**config.mk**
```make
export PLATFORM = sky130hd
export DESIGN_NAME = mpf_rd_port_mux
export DESIGN_NICKNAME = d
export VERILOG_FILES = /design/src/rtl/mpf_rd_port_mux.sv
export SDC_FILE = /design/constraint.sdc
export NUM_CORES = 1
export LEC_CHECK = 0
export CORE_AREA = 2 2 532 534
export DETAILED_ROUTE_END_ITERATION = 12
export DIE_AREA = 0 0 534 536
export HOLD_SLACK_MARGIN = 0.06
export PLACE_DENSITY_LB_ADDON = 0.1
export SLEW_MARGIN = 20
export SYNTH_ARGS = -nofsm -noshare
export SYNTH_HDL_FRONTEND = slang
export SYNTH_SLANG_ARGS = --single-unit
```
**constraint.sdc**
```tcl
create_clock -name clk -period 3.7 [get_ports clk]
set_input_delay 0.37 -clock clk [delete_from_list [all_inputs] [get_ports clk]]
set_output_delay 0.37 -clock clk [all_outputs]
set_load 0.1 [all_outputs]
```
**src/rtl/mpf_rd_port_mux.sv**
```systemverilog
// mpf_rd_port_mux
//   Multiplexes N engine read-request ports onto the single MPF c0 read channel.
//   A round-robin arbiter picks at most one eligible port per cycle, the winning
//   request is registered onto c0tx with the port id in the top mdata bits, and
//   c0rx responses are steered back to the owning port using that tag. Each port
//   keeps an in-flight counter that both limits its outstanding reads and drives
//   its not-empty indication.
module mpf_rd_port_mux #(
   parameter int N_PORTS     = 4,
   parameter int ADDR_W      = 42,
   parameter int MDATA_W     = 16,
   parameter int MAX_OUTST   = 64,
   parameter int VIRT_ADDR   = 1,
   parameter int MAP_VC      = 1,
   parameter int CHECK_ORDER = 1
) (
   input  logic                       clk,
   input  logic                       reset_n,

   input  logic [N_PORTS-1:0]         req_valid,
   input  logic [N_PORTS*ADDR_W-1:0]  req_addr,
   input  logic [N_PORTS*MDATA_W-1:0] req_mdata,
   output logic [N_PORTS-1:0]         req_ready,

   output logic                       c0tx_valid,
   output logic [ADDR_W-1:0]          c0tx_addr,
   output logic [MDATA_W-1:0]         c0tx_mdata,
   output logic [2:0]                 c0tx_ext,
   input  logic                       c0tx_alm_full,

   input  logic                       c0rx_valid,
   input  logic [MDATA_W-1:0]         c0rx_mdata,
   input  logic [511:0]               c0rx_data,

   output logic [N_PORTS-1:0]         rsp_valid,
   output logic [MDATA_W-1:0]         rsp_mdata,
   output logic [511:0]               rsp_data,

   output logic [N_PORTS-1:0]         port_not_empty,
   output logic                       not_empty,
   output logic                       err_unexp_rsp
);

   // Tag field width; a single port needs no tag at all. TAG_W is the storage
   // width used for port indices so that the N_PORTS=1 case never needs a
   // zero-width vector.
   localparam int PORT_W = (N_PORTS > 1) ? $clog2(N_PORTS) : 0;
   localparam int TAG_W  = (PORT_W > 0) ? PORT_W : 1;
   localparam int USER_W = MDATA_W - PORT_W;
   localparam int CNT_W  = $clog2(MAX_OUTST + 1);

   localparam logic [CNT_W-1:0]   CNT_MAX   = CNT_W'(MAX_OUTST);
   localparam logic [CNT_W-1:0]   CNT_ONE   = CNT_W'(1);
   localparam logic [MDATA_W-1:0] USER_MASK = {MDATA_W{1'b1}} >> PORT_W;
   localparam logic [TAG_W-1:0]   LAST_PORT = TAG_W'(N_PORTS - 1);
   localparam logic [2:0]         EXT_FLAGS = {(CHECK_ORDER != 0), (MAP_VC != 0), (VIRT_ADDR != 0)};

   // Control state
   logic [TAG_W-1:0] rr_start;              // first port the arbiter considers
   logic [CNT_W-1:0] cnt     [N_PORTS];     // reads in flight per port
   logic [CNT_W-1:0] cnt_nxt [N_PORTS];

   // Stage p0: arbitration and response decode (combinational)
   logic [N_PORTS-1:0] elig_p0;
   logic [N_PORTS-1:0] grant_p0;
   logic [TAG_W-1:0]   grant_id_p0;
   logic               grant_any_p0;
   logic [ADDR_W-1:0]  sel_addr_p0;
   logic [MDATA_W-1:0] sel_mdata_p0;
   logic [MDATA_W-1:0] iss_mdata_p0;
   logic [TAG_W-1:0]   rx_tag_p0;
   logic               rx_tag_ok_p0;
   logic [N_PORTS-1:0] rx_hit_p0;
   logic [N_PORTS-1:0] unexp_p0;
   logic [N_PORTS-1:0] pne_nxt;
   logic               bad_tag_p0;

   // Extract the response tag; tags that name a non-existent port are rejected.
   if (PORT_W > 0) begin : g_tag
      assign rx_tag_p0    = c0rx_mdata[MDATA_W-1 -: TAG_W];
      assign rx_tag_ok_p0 = (32'(rx_tag_p0) < 32'(N_PORTS));
   end else begin : g_notag
      assign rx_tag_p0    = '0;
      assign rx_tag_ok_p0 = 1'b1;
   end

   assign bad_tag_p0 = c0rx_valid && !rx_tag_ok_p0;

   // Per-port eligibility: pending request, spare credit, MPF not almost full.
   always_comb begin
      elig_p0 = '0;
      for (int i = 0; i < N_PORTS; i++) begin
         elig_p0[i] = reset_n && req_valid[i] && (cnt[i] < CNT_MAX) && !c0tx_alm_full;
      end
   end

   // Round-robin search starting at rr_start; first eligible port wins.
   always_comb begin
      grant_p0     = '0;
      grant_id_p0  = '0;
      grant_any_p0 = 1'b0;
      for (int k = 0; k < N_PORTS; k++) begin
         if (!grant_any_p0 && elig_p0[(int'(rr_start) + k) % N_PORTS]) begin
            grant_p0[(int'(rr_start) + k) % N_PORTS] = 1'b1;
            grant_id_p0  = TAG_W'((int'(rr_start) + k) % N_PORTS);
            grant_any_p0 = 1'b1;
         end
      end
   end

   assign req_ready = grant_p0;

   // Select the winning port's address and mdata (grant is one-hot or zero).
   always_comb begin
      sel_addr_p0  = '0;
      sel_mdata_p0 = '0;
      for (int i = 0; i < N_PORTS; i++) begin
         if (grant_p0[i]) begin
            sel_addr_p0  = req_addr[i*ADDR_W +: ADDR_W];
            sel_mdata_p0 = req_mdata[i*MDATA_W +: MDATA_W];
         end
      end
   end

   // Replace the top mdata bits with the port id so the response can find its way back.
   assign iss_mdata_p0 = (MDATA_W'(grant_id_p0) << USER_W) | (sel_mdata_p0 & USER_MASK);

   // Decode which port the incoming response belongs to.
   always_comb begin
      rx_hit_p0 = '0;
      for (int i = 0; i < N_PORTS; i++) begin
         rx_hit_p0[i] = c0rx_valid && rx_tag_ok_p0 && (rx_tag_p0 == TAG_W'(i));
      end
   end

   // Next in-flight count per port; a response against an empty count is flagged
   // and never wraps the counter.
   always_comb begin
      unexp_p0 = '0;
      pne_nxt  = '0;
      for (int i = 0; i < N_PORTS; i++) begin
         cnt_nxt[i] = cnt[i];
         case ({grant_p0[i], rx_hit_p0[i]})
            2'b10: cnt_nxt[i] = cnt[i] + CNT_ONE;
            2'b01: begin
               if (cnt[i] == '0) begin
                  unexp_p0[i] = 1'b1;
               end else begin
                  cnt_nxt[i] = cnt[i] - CNT_ONE;
               end
            end
            2'b11: begin
               // The response cannot belong to the read being granted now, so
               // an empty count still counts as unexpected; the new read is kept.
               if (cnt[i] == '0) begin
                  unexp_p0[i] = 1'b1;
                  cnt_nxt[i]  = CNT_ONE;
               end
            end
            default: cnt_nxt[i] = cnt[i];
         endcase
         pne_nxt[i] = (cnt_nxt[i] != '0) || grant_p0[i];
      end
   end

   // Stage p1: arbitration pointer, credit counters, occupancy and error flag.
   always_ff @(posedge clk or negedge reset_n) begin
      if (!reset_n) begin
         rr_start       <= '0;
         port_not_empty <= '0;
         not_empty      <= 1'b0;
         err_unexp_rsp  <= 1'b0;
         for (int i = 0; i < N_PORTS; i++) begin
            cnt[i] <= '0;
         end
      end else begin
         if (grant_any_p0) begin
            rr_start <= (grant_id_p0 == LAST_PORT) ? '0 : grant_id_p0 + TAG_W'(1);
         end
         for (int i = 0; i < N_PORTS; i++) begin
            cnt[i] <= cnt_nxt[i];
         end
         port_not_empty <= pne_nxt;
         not_empty      <= |pne_nxt;
         if (|unexp_p0 || bad_tag_p0) begin
            err_unexp_rsp <= 1'b1;
         end
      end
   end

   // Stage p1: registered issue onto c0tx, flags only present with a valid request.
   always_ff @(posedge clk or negedge reset_n) begin
      if (!reset_n) begin
         c0tx_valid <= 1'b0;
         c0tx_ext   <= '0;
         c0tx_addr  <= '0;
         c0tx_mdata <= '0;
      end else begin
         c0tx_valid <= grant_any_p0;
         c0tx_ext   <= grant_any_p0 ? EXT_FLAGS : 3'b000;
         if (grant_any_p0) begin
            c0tx_addr  <= sel_addr_p0;
            c0tx_mdata <= iss_mdata_p0;
         end
      end
   end

   // Stage p1: registered response demux; payload holds between responses.
   always_ff @(posedge clk or negedge reset_n) begin
      if (!reset_n) begin
         rsp_valid <= '0;
         rsp_mdata <= '0;
         rsp_data  <= '0;
      end else begin
         rsp_valid <= rx_hit_p0;
         if (c0rx_valid && rx_tag_ok_p0) begin
            rsp_mdata <= c0rx_mdata & USER_MASK;
            rsp_data  <= c0rx_data;
         end
      end
   end

endmodule

```
==> key figures, run 1 <==
GRT
  • Total gr overflow: 0
  • Vias in the first global route: 23900
  • Largest net degree at the start of global routing: 134
  • Total global-route track usage: between 10% and 20%
  • First-pass GRT wire length: around 230000 um
  • Initial antenna violation count: around 130

STA
  • Final Skew: 0.0403 ns
  • Worst-margin pin slew: 1.25 ns
  • Fin. max-slew vios: 0
  • RSZ-0062 raised after global routing: yes
  • Slew HR: 16.7%
  • Final Cycle Share: 98.7%
  • Min setup slack post-route: 0.0490 ns
  • Fmax achieved: roughly 0.27 GHz
  • Final Hold Viols: 0
  • Endpoints failing setup: 0
  • Sum Neg Setup Slack: 0 ns
  • Minimum clock period: around 3.7 ns

Worst hold path
  • Hold Path Class: in2reg
  • Worst-case hold path end point: rsp_data[132]
  • Hold_sp: c0rx_data[132]
  • Hold path depth: 2

Clock tree
  • H-tree depth: 3
  • Clk slew on worst S/H paths: ~0.050 ns
  • Clock Sinks: about 630
  • CTS tree: yes
  • CTS root buffer: clkbuf_16
  • Clk_lat worst skew: 0.78 ns
  • Longest Clk Path Bufs: 4
  • Cts bufs inserted: 100

Yosys
  • Compound-gate portion of the synthesized area: 8.98%
  • Simple-gate portion of the synthesized area: 3.52%
  • Post-Synth Adder-Cell Area: less than 1%
  • Netlist cell types: 77
  • FFs w/ async S/R, synth: 100%
  • Largest family of logic cells by synthesized area: multiplexers
  • Cell area after synthesis: 25800 um2
  • Top FF cell, synth: dfrtp_1
  • Syn. warnings: 0
  • Multiplexer share of the synthesized area: 23.4%
  • XOR/XNOR Fraction of Synth Area: 0.170%
  • Register area share after synthesis: 60.6%
  • Synth Area per Inst: 14.0 um2
  • Syn Inst Count: 1840
  • Number of flops mapped to enable cells by yosys: 0
  • Register bit total from synthesis: about 630

Final layout
  • Fin area: 48100 um2
  • Share of layout cells above drive strength 1: 28.0%
  • Multi-input logic area: 9770 um2
  • Fillers: just over 30000
  • Register area: 15600 um2
  • Area growth from synthesis to layout: 86.1%
  • Utilization after layout: between 15 and 20%
  • Layout net count: 4102

Job
  • Max Cap Viol: 0

Detailed routing
  • DRT antenna net count: 0
  • Initial DRC Count: 738
  • Vias per inst: 3.12
  • Detailed Routing Iterations Pass 1: 5
  • WL/cell: 24.8 um
  • Final WL: 177000 um
  • # DRC: 0
  • Via total after detailed routing: around 22000

Run status
  • Outcome: finished clean

Setup path
  • Worst Path Required: 4.32 ns
  • CP Class: in2reg
  • Crit path max fanout: 10
  • Worst Setup End Kind: register
  • R2R depth: 13
  • Critical path cell sequence: dlygate4sd3_1, buf_12, and4bb_1, mux4_2, and2_4, a221oi_2, o21a_4, inv_4, buf_4, a221oi_2, a21oi_1, or4_4, or4_4
  • WP data arrival: roughly 4.3 ns
  • Reg-to-reg endpoint: not_empty
  • CP max-delay cell: dlygate4sd3_1
  • Startpoint Class: input port
  • R2R Path Start: cnt[6]
  • Max incr delay on CP: 0.63 ns
  • R2R setup slack: 0.09 ns

Place
  • GP Congestion: 0.771
  • Cell area after placement: 44500 um2
  • DP Worst Slack: -0.595 ns
  • PortBufs: around 1400
  • Dpl hpwl: approximately 140000 um

Power and ir drop
  • Net Sw Power: 0.0155 W
  • Switching share of power: 45.9%
  • Leakage: 18.4 nW
  • Register share of total power: 25.5%
  • Power per cell area: between 700 and 800 nW/um2
  • Combinational power share: 46.4%
  • Maximum vdd drop: 338 uV
  • Pint: 0.0183 W
  • Clock network fraction of total power: between 20% and 30%

Floorplan
  • Die ar.: 286000 um2
  • Starting Density: 9.20%
  • Chip width: 534 um
  • Std cell rows: 195
  • CORE AREA: 281000 um2
  • # IOs: ~1400
  • Die Ht: 536 um
==> synth_stat cells (20+ instances only) <==
cell type / number / area (um2)
o21ai_0: 135 / 676
a21oi_1: 33 / 165
nor2_1: 36 / 135
dfrtp_1: 625 / 15600
nand2_1: 27 / 101
a22oi_1: 58 / 435
a221o_1: 58 / 581
mux2_2: 526 / 5920
nand3_1: 24 / 120
inv_1: 24 / 90.1
ha_1: 20 / 250
clkbuf_1: 105 / 394
==> worst max-delay path by stage <==
stage	startpoint	end	slack, ns	cells after the start
after floorplan	cnt[6]	not_empty	-0.05	12
after detailed placement	c0tx_alm_full	not_empty	-0.60	12
final	reset_n	not_empty	0.05	13
after global routing	cnt[6]	not_empty	-0.07	11
after CTS	cnt[6]	not_empty	0.007	12
after global placement	c0tx_alm_full	not_empty	-0.55	12
==> logic make-up after synthesis <==
family	Yosys count
AO/OA/AOI/OAI	341
AND/OR/NAND/NOR	163
XOR/XNOR	5
buffers and inverters	151
adder cells (fa/ha/maj)	20
other	1
multiplexers	534
flip-flops	625
==> power by group through the flow <==
stage	Combinational, W	Sequential (W)	Clock (W)
after global placement	0.0157	0.00875	0
after CTS	0.0159	0.00865	0.0101
after global routing	0.0165	0.00879	0.0103
after floorplan	0.00342	0.0154	0
final	0.0157	0.00862	0.00949
after detailed placement	0.0156	0.00875	0
==> area by class of cell <==
class | instances | share of cell area (%)
Timing Repair Buffer | 1493 | 30.5
Clock inverter | 23 | 0.560
Clock buffer | 150 | 5.99
Antenna cell | 25 | 0.130
Tap cell | 3743 | 9.74
Sequential cell | 625 | 32.5
Multi-Input combinational cell | 1065 | 20.3
Inverter | 29 | 0.245
==> routing by layer <==
layer | share of wire (%) | GRT usage (%) | wire [um] | up-vias
li1 | - | - | - | 9798
met1 | 37 | 12.9 | 65900 | 11000
met4 | 1.9 | 2.22 | 3390 | 80
met3 | 13 | 7.51 | 23900 | 311
met2 | 47 | 19.9 | 83700 | 1067
met5 | 0.29 | 0 | 511 | -
==> repair_timing <==
action	in CTS	in global routing
endpoints found under the hold margin	68	0
setup buffers	8	6
hold buffers	1	0
pin swaps	7	11
setup endpoints to repair	4	3
resized for setup	18	25
gates cloned	1	0
==> flip-flops by register name, indices dropped and copies added (netlist names), 4 cells and up, named ones only <==
signal and flops:
rsp_data 512, port_not_empty 4, rsp_valid 4, c0tx_mdata 16, c0tx_addr 42, rsp_mdata 14, cnt 28
==> per-stage QoR <==
| step | hold WS [ns] | instances | power [W] |
|---|---|---|---|
| after floorplan | 0.0744 | 1841 | 0.0188 |
| after global placement | 0.477 | 6939 | 0.0244 |
| after detailed placement | 0.479 | 6939 | 0.0244 |
| after CTS | 0.0668 | 7122 | 0.0346 |
| after global routing | 0.112 | 7132 | 0.0356 |
| final | 0.179 | 7153 | 0.0338 |
==> cell usage in the layout (no fill, tap or decap), drive strengths merged, types with 3 or more instances in the layout <==
cell / netlist / final
nor2b: 3 / 3
nand3: 24 / 24
a21oi: 33 / 33
a31oi: 6 / 6
dfrtp: 625 / 625
inv: 27 / 30
bufinv: 0 / 5
mux2i: 4 / 4
diode: 0 / 25
clkbuf: 105 / 150
or3: 8 / 8
and3: 4 / 4
o22ai: 4 / 4
xnor2: 5 / 5
mux4: 4 / 4
a31o: 3 / 3
nand2b: 4 / 4
a21boi: 4 / 4
mux2: 526 / 526
or4: 6 / 6
nand4: 10 / 10
o21a: 3 / 3
nor4: 3 / 3
nand2: 27 / 27
ha: 20 / 20
nand4bb: 4 / 4
a221o: 58 / 58
a22oi: 58 / 58
o211ai: 5 / 5
o31ai: 6 / 6
buf: 17 / 226
nor2: 38 / 38
clkinv: 2 / 15
o21ai: 137 / 137
nor3: 14 / 14
clkdlybuf4s50: 0 / 1265
==> critical path: cells and delay by family <==
kind | cells | cell delay [ns]
buf+inv | 4 | 1.02
simple gates | 4 | 1.51
mux | 1 | 0.53
compound gates | 4 | 0.80
Power figures use the tool's default switching activity.
==> inputs of run 2 (changes only) <==
Settings changed: ABC_AREA set to 1, CORE_AREA 2 2 532 534 to 8 8 535 537, DIE_AREA 0 0 534 536 to 0 0 543 545.
Clock period 3.7 ns to 4.1 ns, I/O delays scaled along.
==> run 2 against run 1 <==
Compared with the run above:
- setup slack gained 0.23 ns
- non-clock buffer count grew 84
- register-to-register slack gained 0.81 ns
- final cell count grew 20%
==> key figures, run 2 <==
Run status
  • Outcome: finished clean

Yosys
  • Top FF cell, synth: dfrtp_1
  • Synth cell count leaders: 1817 x nand2_1, 625 x dfrtp_1, 185 x nand3_1
  • FFs w/ async S/R, synth: 100% (unchanged)
  • XOR/XNOR Fraction of Synth Area: 0.524% (+0.35 points)
  • Yosys top cell by area: dfrtp_1
  • Simple-gate portion of the synthesized area: 32.0% (+28 points)
  • Largest family of logic cells by synthesized area: simple AND/OR/NAND/NOR gates
  • Area contributors post-synth: dfrtp_1 58%, nand2_1 25%, nand3_1 3.5%
  • Post-Synth Adder-Cell Area: 0.935% (-0.034 points)
  • Netlist cell types: 37 (-52%)
  • Syn Inst Count: 3283 (+78%)
  • Most frequent cell after synthesis: nand2_1
  • Compound-gate portion of the synthesized area: 3.91% (-5.1 points)
  • Number of flops mapped to enable cells by yosys: 0 (unchanged)
  • Register area share after synthesis: 58.5% (-2.1 points)
  • Syn. warnings: 0 (unchanged)
  • Multiplexer share of the synthesized area: 0% (-23 points)
  • Synth Area per Inst: 8.15 um2 (-42%)
  • Cell area after synthesis: 26800 um2 (+3.6%)
  • Synth top area share: 58.5% (-2.1 points)
  • Register bit total from synthesis: 625 (unchanged)

Setup path
  • Crit path max fanout: 40 (+30)
  • R2R Path Start: rr_start[1]
  • CP Class: reg2out
  • Critical path's top delay family: simple AND/OR/NAND/NOR gates
  • Critical path cell sequence: clkinvlp_4, ha_1, inv_1, nand3_1, nand2_2, nand2_4, nor2_8, nand3_4, nand2_4, buf_16, buf_12
  • Worst path most repeated cell: nand2_4
  • Reg-to-reg endpoint: not_empty
  • Worst Setup End Kind: output port
  • CP bufs+invs: 4 (unchanged)
  • Max incr delay on CP: 0.47 ns (-0.16 ns)
  • Worst Setup SP: rr_start[1]
  • R2R depth: 18 (+5)
  • WP data arrival: 3.41 ns (-0.86 ns)
  • Worst Path Required: 3.69 ns (-0.63 ns)
  • R2R setup slack: 0.90 ns (+0.81 ns)
  • Startpoint Class: register
  • Critical path endpoint: req_ready[3]
  • CP max-delay cell: dfrtp_2
  • Critical path depth in cells: 11 (-2)

STA
  • Fin. max-slew vios: 0 (unchanged)
  • Final Skew: 0.0215 ns (-0.0189 ns)
  • Endpoints failing setup: 0 (unchanged)
  • Final Hold Viols: 0 (unchanged)
  • Slew HR: 22.3% (+5.6 points)
  • RSZ-0062 raised after global routing: no
  • Worst-margin pin slew: 1.16 ns (-0.0839 ns)
  • Sum Neg Setup Slack: 0 ns (unchanged)
  • Minimum clock period: 3.82 ns
  • Final Cycle Share: 93.3%
  • Hold WS: 0.154 ns (-0.0241 ns)
  • Fmax achieved: 0.261 GHz

Floorplan
  • CORE AREA: 278000 um2 (-1.0%)
  • Starting Density: 9.63% (+0.43 points)
  • Chip width: 543 um (+1.7%)
  • Die Ht: 545 um (+1.7%)
  • Die ar.: 296000 um2 (+3.4%)
  • # IOs: 1372 (unchanged)
  • Std cell rows: 194 (-0.51%)

GRT
  • Vias in the first global route: 29700 (+24%)
  • Total global-route track usage: 13.0% (+1.1 points)
  • Initial antenna violation count: 150 (+20%)
  • Largest net degree at the start of global routing: 138 (+3.0%)
  • First-pass GRT wire length: 269000 um (+15%)
  • Total gr overflow: 0 (unchanged)

Final layout
  • Commonest non-fill, non-tap cell in the layout: nand2_1
  • Multi-input logic area: 10000 um2 (+2.5%)
  • Area growth from synthesis to layout: 86.2% (about the same)
  • Register area: 15600 um2 (about the same)
  • Most frequent cells in the layout: 1817 x nand2_1, 1287 x clkdlybuf4s50_1, 623 x dfrtp_1
  • Fillers: 31300 (+1.0%)
  • Top flop regs: rsp_data (512), c0tx_addr (42), cnt (28)
  • Reg with most FFs: rsp_data
  • Max FFs per register: 512 (unchanged)
  • Fin area: 49800 um2 (+3.6%)
  • Utilization after layout: 17.9% (+0.80 points)
  • Layout net count: 5573 (+36%)
  • Share of layout cells above drive strength 1: 6.50% (-22 points)

Detailed routing
  • M1 WL: 73100 um (+11%)
  • Final WL: 203000 um (+14%)
  • Met3 Wirelength: 22700 um (-5.0%)
  • Max Used Layer: met5
  • Met2 wire length: 102000 um (+21%)
  • Vias per inst: 3.28 (+5.1%)
  • # DRC: 0 (unchanged)
  • Via total after detailed routing: 28200 (+26%)
  • DRT antenna net count: 0 (unchanged)
  • WL/cell: 23.5 um (-5.0%)
  • Detailed Routing Iterations Pass 1: 5 (unchanged)
  • Initial DRC Count: 1261 (+71%)

Job
  • Max Cap Viol: 0 (unchanged)

Power and ir drop
  • Tot Pwr: 0.0291 W (-14%)
  • Power per cell area: 583 nW/um2 (-17%)
  • Maximum vdd drop: 255 uV (-25%)
  • Leakage: 22.3 nW (+21%)

Place
  • GP Congestion: 0.794 (+3.0%)
  • PortBufs: 1361 (unchanged)
  • Cell area after placement: 44700 um2 (+0.28%)
  • Dpl hpwl: 159000 um (+13%)

Clock tree
  • CTS tree: yes
  • CTS root buffer: clkbuf_16
  • Cts bufs inserted: 100 (unchanged)
  • Longest Clk Path Bufs: 4 (unchanged)
  • Clk_lat worst skew: 0.77 ns (about the same)
  • H-tree depth: 3 (unchanged)
  • Clk slew on worst S/H paths: 0.06 ns (about the same)
  • Clock Sinks: 625 (unchanged)

Worst hold path
  • Hold Path Class: in2reg
[run 2: cell types whose count changed after synthesis, sizes merged, moves of 11 or more]
cell    before   now
a21oi       33   118
mux2       526     0
buf         17    50
nand2       27  1830
o21ai      137    77
clkbuf     105   128
a221o       58     0
nand3       24   191
inv         27    92
xor2         0    11
a22oi       58     0
nor2        38    91
[run 2: cell families (layout without fill, tap and decap cells)]
group                    count (synthesis)  count (layout)
AND/OR/NAND/NOR                       2146            2146
flip-flops                             625             625
buffers and inverters                  271            1850
AO/OA/AOI/OAI                          204             204
adder cells (fa/ha/maj)                 20              20
XOR/XNOR                                16              16
other                                    1              28
[run 2: how the worst min path moves through the flow]
stage,startpoint,endpoint,slack (ns),cells past startpoint
final,c0rx_data[437],rsp_data[437],0.15,3
after global routing,c0rx_data[150],rsp_data[150],0.09,3
after CTS,c0rx_data[198],rsp_data[198],0.06,3
after detailed placement,reset_n,rsp_mdata[1],0.20,1
after global placement,reset_n,rsp_mdata[1],0.20,1
after floorplan,reset_n,async pin,0.11,0
[run 2: per-stage QoR]
stage / setup WS [ns] / std cells
2_1_floorplan: 1.14 / 3284
3_3_place_gp: 0.619 / 8236
3_5_place_dp: 0.631 / 8236
4_1_cts: 0.0725 / 8584
5_1_grt: 0.00838 / 8598
6_report: 0.276 / 8613
[run 2: cell type report]
cell class	count	area share (%)
Timing Repair Buffer	1577	31.6
Sequential cell	625	31.4
Multi-Input combinational cell	2388	20.1
Tap cell	3724	9.36
Clock buffer	161	6.13
Inverter	93	0.724
Clock inverter	19	0.583
Antenna cell	26	0.131
[run 2: where the power goes]
group / internal (W) / switching [W]
clock network: 0.00544 / 0.00353
registers: 0.00700 / 0.000627
logic: 0.00335 / 0.00910
[run 2: repair_timing]
| action | 4_1_cts | 5_1_grt |
|---|---|---|
| resized for setup | 5 | 0 |
| setup buffers | 1 | 3 |
| hold buffers | 166 | 0 |
| endpoints found under the hold margin | 308 | 0 |
| endpoints found under the setup margin | 4 | 2 |
| gates cloned | 1 | 0 |
[run 2: per-layer routing]
layer / GRT usage, % / vias up
met5: 0 / -
met4: 2.58 / 142
met3: 6.84 / 385
met2: 23.4 / 1125
met1: 13.6 / 13300
li1: - / 13300
[run 2: worst min-delay path, delay by kind of cell]
kind	cells	cell delay, ns
buf+inv	1	0.39
simple gates	2	0.11
